==> config.mk <==
export PLATFORM = sky130hd
export DESIGN_NAME = image_write_ctrl
export DESIGN_NICKNAME = d
export VERILOG_FILES = /design/src/rtl/image_pkg.sv /design/src/rtl/blank_timer.sv /design/src/rtl/image_write_ctrl.sv
export SDC_FILE = /design/constraint.sdc
export NUM_CORES = 1
export LEC_CHECK = 0
export ABC_CLOCK_PERIOD_IN_PS = 3200
export BUFFER_PORTS_ARGS = -buffer_cell sky130_fd_sc_hd__buf_2
export CAP_MARGIN = 20
export CELL_PAD_IN_SITES_DETAIL_PLACEMENT = 1
export CELL_PAD_IN_SITES_GLOBAL_PLACEMENT = 2
export CORE_MARGIN = 2
export CORE_UTILIZATION = 27
export CTS_CLUSTER_DIAMETER = 30
export DETAILED_ROUTE_END_ITERATION = 6
export GPL_TIMING_DRIVEN = 0
export MAX_ROUTING_LAYER = met4
export PLACE_DENSITY = 0.84
export SYNTH_ARGS = -nofsm -noshare
export SYNTH_HDL_FRONTEND = slang
export SYNTH_HIERARCHICAL = 1
export SYNTH_SLANG_ARGS = --single-unit
export TNS_END_PERCENT = 1
==> constraint.sdc <==
create_clock -name HCLK -period 3.2 [get_ports HCLK]
set_input_delay 0 -clock HCLK [delete_from_list [all_inputs] [get_ports HCLK]]
set_output_delay 0 -clock HCLK [all_outputs]
set_load 0.01 [all_outputs]
==> src/rtl/image_pkg.sv <==
// Shared types and constants for the image write controller: FSM states,
// pair channel layout and default frame geometry.
package image_pkg;

  typedef enum logic [1:0] {
    ST_IDLE,
    ST_ACTIVE,
    ST_HBLANK,
    ST_WAIT_WR
  } state_e;

  localparam int CH_W   = 8;
  localparam int PAIR_W = 6 * CH_W;

  // Bit offsets of each channel inside in_pair ({R0,G0,B0,R1,G1,B1}, R0 on top)
  localparam int OFF_R0 = 5 * CH_W;
  localparam int OFF_G0 = 4 * CH_W;
  localparam int OFF_B0 = 3 * CH_W;
  localparam int OFF_R1 = 2 * CH_W;
  localparam int OFF_G1 = 1 * CH_W;
  localparam int OFF_B1 = 0;

  localparam int DEF_WIDTH  = 768;
  localparam int DEF_HEIGHT = 512;
  localparam int DEF_HBLANK = 160;

  function automatic int pairs_per_frame(input int width, input int height);
    return (width / 2) * height;
  endfunction

endpackage

==> src/rtl/blank_timer.sv <==
// Loadable down-counter with a zero flag; times the horizontal blanking gap.
// Holds at zero once expired; clr forces it back to zero.
module blank_timer #(
  parameter int CNT_W = 8
) (
  input  logic             clk_i,
  input  logic             rst_i,
  input  logic             load_i,
  input  logic             clr_i,
  input  logic [CNT_W-1:0] load_val_i,
  output logic             zero_o
);

  logic [CNT_W-1:0] cnt_q, cnt_d;

  always_comb begin
    cnt_d = cnt_q;
    if (clr_i) begin
      cnt_d = '0;
    end else if (load_i) begin
      cnt_d = load_val_i;
    end else if (cnt_q != '0) begin
      cnt_d = cnt_q - CNT_W'(1);
    end
  end

  always_ff @(posedge clk_i) begin
    if (rst_i) begin
      cnt_q <= '0;
    end else begin
      cnt_q <= cnt_d;
    end
  end

  assign zero_o = (cnt_q == '0);

endmodule

==> src/rtl/image_write_ctrl.sv <==
// Frame sequencer: accepts pixel pairs from the pipeline, replays them to the
// BMP writer as HSYNC + six channels, with row blanking and frame completion.
module image_write_ctrl
  import image_pkg::*;
#(
  parameter int  WIDTH  = DEF_WIDTH,
  parameter int  HEIGHT = DEF_HEIGHT,
  parameter int  HBLANK = DEF_HBLANK,
  localparam int ROW_W  = (HEIGHT > 1) ? $clog2(HEIGHT) : 1,
  localparam int COL_W  = (WIDTH > 2) ? $clog2(WIDTH / 2) : 1
) (
  input  logic              HCLK,
  input  logic              HRESET,
  input  logic              start,
  input  logic              abort,
  input  logic              in_valid,
  output logic              in_ready,
  input  logic [PAIR_W-1:0] in_pair,
  output logic              HSYNC,
  output logic [CH_W-1:0]   DATA_WRITE_R0,
  output logic [CH_W-1:0]   DATA_WRITE_G0,
  output logic [CH_W-1:0]   DATA_WRITE_B0,
  output logic [CH_W-1:0]   DATA_WRITE_R1,
  output logic [CH_W-1:0]   DATA_WRITE_G1,
  output logic [CH_W-1:0]   DATA_WRITE_B1,
  input  logic              write_done,
  output logic [ROW_W-1:0]  row,
  output logic [COL_W-1:0]  col,
  output logic              busy,
  output logic              frame_done,
  output logic              aborted
);

  localparam int                TMR_W    = (HBLANK > 1) ? $clog2(HBLANK) : 1;
  localparam logic [COL_W-1:0]  COL_LAST = COL_W'(WIDTH / 2 - 1);
  localparam logic [ROW_W-1:0]  ROW_LAST = ROW_W'(HEIGHT - 1);
  localparam logic [TMR_W-1:0]  TMR_LOAD = TMR_W'(HBLANK - 1);

  state_e              state_q, state_d;
  logic [ROW_W-1:0]    row_q, row_d;
  logic [COL_W-1:0]    col_q, col_d;
  logic [PAIR_W-1:0]   pair_q, pair_d;
  logic                hsync_q, hsync_d;
  logic                frame_done_q, frame_done_d;
  logic                aborted_q, aborted_d;
  logic                tmr_load, tmr_clr, tmr_zero;

  blank_timer #(
    .CNT_W (TMR_W)
  ) u_blank_timer (
    .clk_i      (HCLK),
    .rst_i      (HRESET),
    .load_i     (tmr_load),
    .clr_i      (tmr_clr),
    .load_val_i (TMR_LOAD),
    .zero_o     (tmr_zero)
  );

  always_comb begin
    state_d      = state_q;
    row_d        = row_q;
    col_d        = col_q;
    pair_d       = pair_q;
    hsync_d      = 1'b0;
    frame_done_d = 1'b0;
    aborted_d    = 1'b0;
    tmr_load     = 1'b0;
    tmr_clr      = 1'b0;

    // Abort outranks any transfer, blank expiry or write completion
    if (state_q != ST_IDLE && abort) begin
      state_d   = ST_IDLE;
      row_d     = '0;
      col_d     = '0;
      tmr_clr   = 1'b1;
      aborted_d = 1'b1;
    end else begin
      case (state_q)
        ST_IDLE: begin
          if (start) begin
            state_d = ST_ACTIVE;
            row_d   = '0;
            col_d   = '0;
          end
        end
        ST_ACTIVE: begin
          if (in_valid) begin
            hsync_d = 1'b1;
            pair_d  = in_pair;
            if (col_q == COL_LAST) begin
              col_d = '0;
              if (row_q == ROW_LAST) begin
                state_d = ST_WAIT_WR;
              end else begin
                row_d    = row_q + ROW_W'(1);
                state_d  = ST_HBLANK;
                tmr_load = 1'b1;
              end
            end else begin
              col_d = col_q + COL_W'(1);
            end
          end
        end
        ST_HBLANK: begin
          if (tmr_zero) begin
            state_d = ST_ACTIVE;
          end
        end
        ST_WAIT_WR: begin
          if (write_done) begin
            frame_done_d = 1'b1;
            state_d      = ST_IDLE;
          end
        end
        default: state_d = ST_IDLE;
      endcase
    end
  end

  always_ff @(posedge HCLK) begin
    if (HRESET) begin
      state_q      <= ST_IDLE;
      row_q        <= '0;
      col_q        <= '0;
      pair_q       <= '0;
      hsync_q      <= 1'b0;
      frame_done_q <= 1'b0;
      aborted_q    <= 1'b0;
    end else begin
      state_q      <= state_d;
      row_q        <= row_d;
      col_q        <= col_d;
      pair_q       <= pair_d;
      hsync_q      <= hsync_d;
      frame_done_q <= frame_done_d;
      aborted_q    <= aborted_d;
    end
  end

  assign in_ready      = (state_q == ST_ACTIVE);
  assign busy          = (state_q != ST_IDLE);
  assign row           = row_q;
  assign col           = col_q;
  assign HSYNC         = hsync_q;
  assign frame_done    = frame_done_q;
  assign aborted       = aborted_q;
  assign DATA_WRITE_R0 = pair_q[OFF_R0 +: CH_W];
  assign DATA_WRITE_G0 = pair_q[OFF_G0 +: CH_W];
  assign DATA_WRITE_B0 = pair_q[OFF_B0 +: CH_W];
  assign DATA_WRITE_R1 = pair_q[OFF_R1 +: CH_W];
  assign DATA_WRITE_G1 = pair_q[OFF_G1 +: CH_W];
  assign DATA_WRITE_B1 = pair_q[OFF_B1 +: CH_W];

endmodule
==> impl_metrics.prom, run 1 <==
# TYPE chip_impl_metric gauge
chip_impl_info{name="status",value="complete, no violations"} 1
chip_impl_metric{name="finalWirelength",unit="um"} 10700
chip_impl_metric{name="antenna_violating_nets_post_route",unit=""} 0
chip_impl_info{name="ys_dominant_reg_cell",value="sky130_fd_sc_hd__dfxtp_1"} 1
chip_impl_metric{name="insertedDiodeCount",unit=""} 0
chip_impl_metric{name="grt_start_max_net_pins",unit=""} 15
chip_impl_metric{name="max_cap_violations",unit=""} 0
chip_impl_metric{name="crit_required",unit="ps"} 3440
chip_impl_metric{name="synth_sequential_area_ratio",unit=""} 0.473
chip_impl_info{name="timing.hold.worst.class",value="input pin to flip-flop"} 1
chip_impl_metric{name="flow.area_growth_from_synthesis",unit="%"} 49.1
chip_impl_metric{name="routed-wl-met3",unit="um"} 359
chip_impl_metric{name="cts_sink_count",unit=""} 79
chip_impl_metric{name="postSynthCellCount",unit=""} 397
chip_impl_metric{name="nFillCells",unit=""} 1469
chip_impl_metric{name="routed_via_density",unit=""} 4.47
chip_impl_metric{name="synthesis.yosys.warnings",unit=""} 6
chip_impl_metric{name="placeableCoreArea",unit="um2"} 12100
chip_impl_metric{name="comb_power_share",unit=""} 0.217
chip_impl_metric{name="placement_rows",unit=""} 40
chip_impl_metric{name="detailroute.wirelength.met2",unit="um"} 5510
chip_impl_metric{name="top_level_ports",unit=""} 125
chip_impl_metric{name="routabilityCongestion",unit=""} 0.800
chip_impl_info{name="root_buffer",value="sky130_fd_sc_hd__clkbuf_16"} 1
chip_impl_metric{name="synth_cell_types",unit=""} 55
chip_impl_metric{name="wl_per_cell",unit="um"} 14.1
chip_impl_metric{name="dieWidth",unit="um"} 115
chip_impl_info{name="setup.worst_path.end_class",value="flip-flop"} 1
chip_impl_metric{name="synth_area_per_cell",unit="um2"} 8.43
chip_impl_metric{name="floorplan.die.height",unit="um"} 115
chip_impl_metric{name="post_route_cells_drive_above_1_share",unit=""} 0.293
chip_impl_metric{name="clk_pin_slew_worst_paths",unit="ps"} 60
chip_impl_metric{name="r2r_cells",unit=""} 9
chip_impl_metric{name="detailroute.via_count",unit=""} 3396
chip_impl_metric{name="floorplan.die_area",unit="um2"} 13300
chip_impl_metric{name="power_density",unit="nW/um2"} 550
chip_impl_metric{name="cts_htree_levels",unit=""} 3
chip_impl_metric{name="ys_ff_latch",unit=""} 79
chip_impl_metric{name="wl_met1",unit="um"} 4590
chip_impl_metric{name="clkLatencyLatePin",unit="ps"} 340
chip_impl_metric{name="globalRouteTotalUtil",unit=""} 0.167
chip_impl_info{name="tritoncts",value="built"} 1
chip_impl_metric{name="worstMarginPinSlew",unit="ps"} 635
chip_impl_metric{name="post_detailed_route_drc_marker_count",unit=""} 0
chip_impl_metric{name="internal_power",unit="mW"} 1.98
chip_impl_metric{name="slew_viol_final",unit=""} 0
chip_impl_metric{name="finalWorstPathRequiredPeriod",unit="ps"} 2730
chip_impl_metric{name="power.clock.fraction",unit=""} 0.384
chip_impl_metric{name="nNetsFinal",unit=""} 644
chip_impl_metric{name="report.final.setup_viol",unit=""} 0
chip_impl_metric{name="first_pass_iters",unit=""} 4
chip_impl_metric{name="fin_util",unit=""} 0.413
chip_impl_metric{name="wire_length_of_the_first_global_routing_pass",unit="um"} 17000
chip_impl_metric{name="fin_worst_skew",unit="ps"} 9.14
chip_impl_info{name="timing.setup.critical_path_class",value="flip-flop to flip-flop"} 1
chip_impl_info{name="setup.worst_path.start_class",value="flip-flop"} 1
chip_impl_metric{name="final-hold-violation-count",unit=""} 0
chip_impl_info{name="highest_layer",value="met4"} 1
chip_impl_info{name="rsz_0062_raised_after_global_routing",value="false"} 1
chip_impl_metric{name="port_buffers",unit=""} 124
chip_impl_metric{name="max_freq",unit="MHz"} 367
chip_impl_metric{name="worst_ir_drop_vdd",unit="mV"} 0.204
chip_impl_metric{name="power_frac_seq",unit=""} 0.400
chip_impl_metric{name="syn_area",unit="um2"} 3350
chip_impl_metric{name="leakagePower",unit="nW"} 2.13
chip_impl_metric{name="power.switching",unit="uW"} 762
chip_impl_metric{name="grt_antenna_before_repair",unit=""} 0
chip_impl_metric{name="globalRoute.totalOverflow",unit=""} 0
chip_impl_metric{name="p_total",unit="mW"} 2.74
chip_impl_metric{name="synth_async_reset_ratio",unit=""} 0
chip_impl_metric{name="drt_iter0_drc",unit=""} 111
chip_impl_metric{name="hpwl",unit="um"} 7450
chip_impl_metric{name="clock_path_buffers",unit=""} 2
chip_impl_metric{name="timing.setup.tns",unit="ps"} 0
chip_impl_metric{name="min_period_over_period",unit=""} 0.852
chip_impl_metric{name="timing.critical_path.fanout_max",unit=""} 10
chip_impl_metric{name="swShare",unit=""} 0.278
chip_impl_metric{name="slew-limit-headroom",unit=""} 0.575
chip_impl_metric{name="floorplan.initialDensity",unit=""} 0.277
chip_impl_metric{name="cts-buffers-inserted",unit=""} 9
chip_impl_metric{name="grt_pass1_vias",unit=""} 3539
chip_impl_metric{name="arrival",unit="ps"} 2970
chip_impl_metric{name="multi_input_logic_area",unit="um2"} 1640
chip_impl_metric{name="cts_setup_buffers",unit=""} 0
chip_impl_metric{name="worst_hold_path.num_cells",unit=""} 3
chip_impl_metric{name="register_area",unit="um2"} 1580
chip_impl_metric{name="synth-edff-count",unit=""} 0
==> power by group through the flow <==
stage | clock network [mW] | registers (mW) | logic, mW
floorplan | 0 | 1.11 | 0.399
global placement | 0 | 1.11 | 0.523
detailed placement | 0 | 1.12 | 0.550
CTS | 1.08 | 1.10 | 0.601
global route | 1.13 | 1.10 | 0.664
finish | 1.05 | 1.10 | 0.594
==> Yosys cell counts (2+ instances only) <==
master	count	area, um2
sky130_fd_sc_hd__a21oi_1	53	265
sky130_fd_sc_hd__a31oi_1	11	68.8
sky130_fd_sc_hd__and2_1	2	12.5
sky130_fd_sc_hd__and3_1	6	37.5
sky130_fd_sc_hd__buf_2	9	45.0
sky130_fd_sc_hd__buf_4	2	15.0
sky130_fd_sc_hd__buf_6	2	22.5
sky130_fd_sc_hd__clkbuf_1	9	33.8
sky130_fd_sc_hd__conb_1	2	7.51
sky130_fd_sc_hd__dfxtp_1	79	1580
sky130_fd_sc_hd__ha_1	4	50.1
sky130_fd_sc_hd__inv_1	6	22.5
sky130_fd_sc_hd__mux2i_1	4	40.0
sky130_fd_sc_hd__nand2_1	112	420
sky130_fd_sc_hd__nand2b_1	3	18.8
sky130_fd_sc_hd__nand3_1	4	20.0
sky130_fd_sc_hd__nand4b_1	2	17.5
sky130_fd_sc_hd__nor2_1	17	63.8
sky130_fd_sc_hd__nor2b_1	5	31.3
sky130_fd_sc_hd__nor3_1	7	35.0
sky130_fd_sc_hd__nor3b_1	2	15.0
sky130_fd_sc_hd__nor4_1	2	12.5
sky130_fd_sc_hd__nor4b_2	2	30.0
sky130_fd_sc_hd__o21ai_0	2	10.0
sky130_fd_sc_hd__o22ai_1	4	25.0
sky130_fd_sc_hd__or2_2	3	18.8
sky130_fd_sc_hd__or3_1	4	25.0
sky130_fd_sc_hd__xnor2_1	12	105
==> metal layers <==
| metal | global-route usage | vias up |
|---|---|---|
| met3 | 0.0264 | 17 |
| li1 | - | 1722 |
| met2 | 0.288 | 74 |
| met4 | 0.0739 | 0 |
| met5 | - | - |
| met1 | 0.190 | 1583 |
==> metrics by stage <==
stage / hold WS (ps) / std cells / area [um2] / setup WS, ps
4_1_cts: 31.9 / 759 / 4990 / 404
3_5_place_dp: 247 / 695 / 4200 / 419
5_1_grt: 41.9 / 759 / 4990 / 195
6_report: 41.9 / 759 / 4990 / 473
2_1_floorplan: 136 / 403 / 3370 / 889
3_3_place_gp: 242 / 695 / 4200 / 607
==> placed cells by master (no fill, tap or decap), drive strengths merged, types with 8 or more instances in the layout <==
cell	n
a21oi	54
a31oi	11
buf	138
clkbuf	19
conb	8
dfxtp	79
dlygate4sd3	48
nand2	112
nor2	17
nor3	8
xnor2	12
==> kinds of logic (layout without fill, tap and decap cells) <==
family,after synthesis,after routing,synth area share
AO/OA/AOI/OAI,84,84,0.156
adder cells (fa/ha/maj),4,4,0.0150
multiplexers,5,5,0.0153
XOR/XNOR,12,12,0.0314
other,2,8,0.00224
flip-flops,79,79,0.473
AND/OR/NAND/NOR,182,182,0.265
buffers and inverters,29,217,0.0426
==> flip-flops by register name, summed over array words and instances, names as in the netlist <==
signal               cells
aborted                  1
HSYNC                    1
row                      9
col                      9
state_q                  2
frame_done               1
pair_q                  48
u_blank_timer/cnt_q      8
==> layout make-up <==
type,count,share of cell area
Clock inverter,6,0.0138
Tap cell,168,0.0421
Sequential cell,79,0.317
Clock buffer,10,0.0479
Multi-Input combinational cell,295,0.330
Timing Repair Buffer,172,0.221
Inverter,6,0.00452
Buffer,23,0.0241
==> worst max-delay path: stages, from the launching register on <==
cell                       delay [ps]
sky130_fd_sc_hd__dfxtp_1          330
sky130_fd_sc_hd__ha_1             230
sky130_fd_sc_hd__and3_1           210
sky130_fd_sc_hd__and3_1           200
sky130_fd_sc_hd__and3_1           200
sky130_fd_sc_hd__ha_1             250
sky130_fd_sc_hd__nor3_1           430
sky130_fd_sc_hd__clkbuf_1         420
sky130_fd_sc_hd__a21oi_1          100
sky130_fd_sc_hd__a221oi_2         260
==> what timing repair did <==
item / CTS / global route
hold buffers: 48 / 0
gates resized for setup: 0 / 0
hold endpoints to repair: 48 / 0
==> path summary, 6_finish.rpt <==
check	from	end	slack (ps)
worst max-delay path	row[0]	u_blank_timer/cnt_q[4]	470
worst max register to register	row[0]	u_blank_timer/cnt_q[4]	470
worst min register to register	pair_q[7]	pair_q[7]	450
worst min-delay path	in_valid	HSYNC	40
Note: power is estimated with default switching activity, not from simulation.
==> run 2: changes to the inputs <==
--- a/config.mk
+++ b/config.mk
@@ -10,6 +10,7 @@
 export CAP_MARGIN = 20
 export CELL_PAD_IN_SITES_DETAIL_PLACEMENT = 1
 export CELL_PAD_IN_SITES_GLOBAL_PLACEMENT = 2
+export CORE_ASPECT_RATIO = 1.1
 export CORE_MARGIN = 2
 export CORE_UTILIZATION = 27
 export CTS_CLUSTER_DIAMETER = 30
==> run 2 against run 1 <==
Effect of this change:
- power is 1.8% lower
- cell count is 1.8% lower
- first-iteration DRC count is 28% lower
- combinational power hardly changed
- wire length is 2.3% higher
- register-to-register slack better by 60 ps
- worst setup slack better by 61 ps
- sequential share of layout area is 0.22 points higher
- clock skew is 1.5 ps lower
- highest routed layer unchanged
==> impl_metrics.prom, run 2 (synthesis results as in run 1) <==
# TYPE chip_impl_metric gauge
chip_impl_info{name="status",value="complete, no violations"} 1
chip_impl_metric{name="power.clock.fraction",unit=""} 0.373
chip_impl_info{name="whs_endpoint",value="HSYNC"} 1
chip_impl_metric{name="grt_start_max_net_pins",unit=""} 16
chip_impl_metric{name="hpwl",unit="um"} 7680
chip_impl_metric{name="routed_via_density",unit=""} 4.68
chip_impl_metric{name="nNetsFinal",unit=""} 644
chip_impl_info{name="critical_path.cell_chain",value="ha_1, and3_1, and3_1, and3_1, ha_1, nor3_1, clkbuf_1, a21oi_1, a221oi_2"} 1
chip_impl_metric{name="worst_hold_path.num_cells",unit=""} 3
chip_impl_info{name="hold_path_startpoint",value="in_valid"} 1
chip_impl_metric{name="grt_pass1_vias",unit=""} 3550
chip_impl_info{name="largest-register",value="pair_q"} 1
chip_impl_metric{name="final-hold-violation-count",unit=""} 0
chip_impl_metric{name="dieWidth",unit="um"} 110
chip_impl_metric{name="timing.setup.tns",unit="ps"} 0
chip_impl_metric{name="min_period_over_period",unit=""} 0.833
chip_impl_metric{name="power_density",unit="nW/um2"} 544
chip_impl_metric{name="power.switching",unit="uW"} 783
chip_impl_metric{name="finalWorstPathRequiredPeriod",unit="ps"} 2670
chip_impl_metric{name="groute.layer.met2.usage",unit=""} 0.291
chip_impl_info{name="crit_path_top_delay_cell",value="sky130_fd_sc_hd__clkbuf_1"} 1
chip_impl_metric{name="globalRouteTotalUtil",unit=""} 0.166
chip_impl_metric{name="worst_ir_drop_vdd",unit="mV"} 0.217
chip_impl_info{name="root_buffer",value="sky130_fd_sc_hd__clkbuf_16"} 1
chip_impl_metric{name="largest_register_ff_count",unit=""} 48
chip_impl_metric{name="floorplan.die.height",unit="um"} 121
chip_impl_info{name="global_route.peak_usage_layer",value="met2"} 1
chip_impl_metric{name="worst_setup_slack_after_placement",unit="ps"} 507
chip_impl_metric{name="grt_antenna_before_repair",unit=""} 0
chip_impl_metric{name="post_detailed_route_drc_marker_count",unit=""} 0
chip_impl_info{name="tritoncts",value="built"} 1
chip_impl_info{name="timing.rr.end",value="u_blank_timer/cnt_q[4]"} 1
chip_impl_info{name="rsz_0062_raised_after_global_routing",value="false"} 1
chip_impl_metric{name="first_pass_iters",unit=""} 4
chip_impl_metric{name="port_buffers",unit=""} 124
chip_impl_metric{name="max_cap_violations",unit=""} 0
chip_impl_metric{name="cts_sink_count",unit=""} 79
chip_impl_info{name="setup.worst_path.end_class",value="flip-flop"} 1
chip_impl_info{name="final_cell_mix",value="sky130_fd_sc_hd__buf_2 (133), sky130_fd_sc_hd__nand2_1 (112), sky130_fd_sc_hd__dfxtp_1 (79)"} 1
chip_impl_metric{name="floorplan.die_area",unit="um2"} 13300
chip_impl_metric{name="floorplan.initialDensity",unit=""} 0.277
chip_impl_metric{name="placement_rows",unit=""} 42
chip_impl_metric{name="power_frac_seq",unit=""} 0.407
chip_impl_metric{name="routabilityCongestion",unit=""} 0.777
chip_impl_metric{name="cts_htree_levels",unit=""} 3
chip_impl_metric{name="arrival",unit="ps"} 2910
chip_impl_metric{name="ff2ff_setup_slack",unit="ps"} 530
chip_impl_metric{name="antenna_violating_nets_post_route",unit=""} 0
chip_impl_metric{name="globalRoute.totalOverflow",unit=""} 0
chip_impl_metric{name="clk_pin_slew_worst_paths",unit="ps"} 60
chip_impl_metric{name="finalWirelength",unit="um"} 11000
chip_impl_metric{name="grtUsageMet3",unit=""} 0.0275
chip_impl_metric{name="drt_iter0_drc",unit=""} 80
chip_impl_metric{name="slew-limit-headroom",unit=""} 0.593
chip_impl_metric{name="wire_length_of_the_first_global_routing_pass",unit="um"} 16800
chip_impl_metric{name="worstMarginPinSlew",unit="ps"} 605
chip_impl_info{name="setup.worst_path.start_class",value="flip-flop"} 1
chip_impl_info{name="timing.hold.worst.class",value="input pin to flip-flop"} 1
chip_impl_metric{name="crit_path_max_incr_delay",unit="ps"} 420
chip_impl_metric{name="wl_per_cell",unit="um"} 14.7
chip_impl_metric{name="post_route_cells_drive_above_1_share",unit=""} 0.293
chip_impl_metric{name="global_route.usage.met1",unit=""} 0.184
chip_impl_metric{name="comb_power_share",unit=""} 0.220
chip_impl_metric{name="leakagePower",unit="nW"} 2.11
chip_impl_metric{name="top_level_ports",unit=""} 125
chip_impl_metric{name="report.final.setup_viol",unit=""} 0
chip_impl_metric{name="swShare",unit=""} 0.290
chip_impl_metric{name="clkLatencyLatePin",unit="ps"} 340
chip_impl_metric{name="max_freq",unit="MHz"} 375
chip_impl_info{name="cp_common_cell",value="sky130_fd_sc_hd__and3_1"} 1
chip_impl_metric{name="placeableCoreArea",unit="um2"} 12100
chip_impl_metric{name="crit_required",unit="ps"} 3450
chip_impl_metric{name="timing.critical_path.fanout_max",unit=""} 10
chip_impl_metric{name="detailroute.via_count",unit=""} 3488
chip_impl_metric{name="fin_worst_skew",unit="ps"} 7.59
chip_impl_metric{name="internal_power",unit="mW"} 1.91
chip_impl_metric{name="flow.area_growth_from_synthesis",unit="%"} 48.1
chip_impl_info{name="timing.setup.critical_path_class",value="flip-flop to flip-flop"} 1
chip_impl_metric{name="cts_setup_buffers",unit=""} 0
chip_impl_info{name="commonest_non_fill_non_tap_cell_in_the_layout",value="sky130_fd_sc_hd__buf_2"} 1
chip_impl_metric{name="r2r_cells",unit=""} 9
chip_impl_metric{name="insertedDiodeCount",unit=""} 0
chip_impl_metric{name="cts-buffers-inserted",unit=""} 9
chip_impl_info{name="regToRegStartpoint",value="row[0]"} 1
chip_impl_metric{name="slew_viol_final",unit=""} 0
chip_impl_metric{name="layout_setup_ws",unit="ps"} 533
chip_impl_metric{name="clock_path_buffers",unit=""} 2
-- run 2: how the worst max path moves through the flow --
stage            from                endpoint  slack (ps)
5_1_grt        row[0]  u_blank_timer/cnt_q[4]         290
3_5_place_dp   row[0]  u_blank_timer/cnt_q[4]         510
2_1_floorplan  row[0]  u_blank_timer/cnt_q[4]         890
6_report       row[0]  u_blank_timer/cnt_q[4]         530
4_1_cts        row[0]  u_blank_timer/cnt_q[4]         500
3_3_place_gp   row[0]  u_blank_timer/cnt_q[4]         610
-- run 2: repair_timing --
action,CTS,global route
endpoints found under the hold margin,48,0
hold buffers,48,0
resized for setup,0,0
setup endpoints to repair,0,0
-- run 2: power groups by stage --
stage	Clock, mW	Combinational [mW]	Sequential, mW
floorplan	0	0.399	1.11
detailed placement	0	0.549	1.12
CTS	1.03	0.599	1.10
finish	1.00	0.593	1.10
global route	1.08	0.661	1.10
global placement	0	0.523	1.11
-- run 2: cell type report --
| cell class | count | area [um2] |
|---|---|---|
| Timing Repair Buffer | 172 | 1100 |
| Clock buffer | 10 | 239 |
| Fill cell | 1496 | 7130 |
| Buffer | 23 | 120 |
| Sequential cell | 79 | 1580 |
| Tap cell | 154 | 193 |
| Inverter | 6 | 22.5 |
| Clock inverter | 6 | 52.6 |
| Multi-Input combinational cell | 295 | 1640 |
-- run 2: per-layer routing --
| layer | up-vias | part of all wire |
|---|---|---|
| met5 | - | 0 |
| met4 | 0 | 0.019 |
| met1 | 1664 | 0.41 |
| li1 | 1722 | - |
| met2 | 87 | 0.52 |
| met3 | 15 | 0.045 |
-- run 2: through the flow --
stage,utilization,hold WS [ps],instance area [um2],power (mW),std cells
after floorplan,-,136,3370,1.51,403
after global placement,0.346,243,4180,1.64,681
after detailed placement,0.346,252,4180,1.67,681
after CTS,0.410,49.8,4950,2.73,745
after global routing,0.410,63.0,4950,2.84,745
final,0.410,57.9,4950,2.69,745
-- run 2: worst max-delay path: cells and delay by family, from the launching register on --
family | cells | cell delay, ps
AND/OR/NAND/NOR | 4 | 1000
AO/OA/AOI/OAI | 2 | 340
flip-flops | 1 | 330
buffers and inverters | 1 | 420
adder cells (fa/ha/maj) | 2 | 490
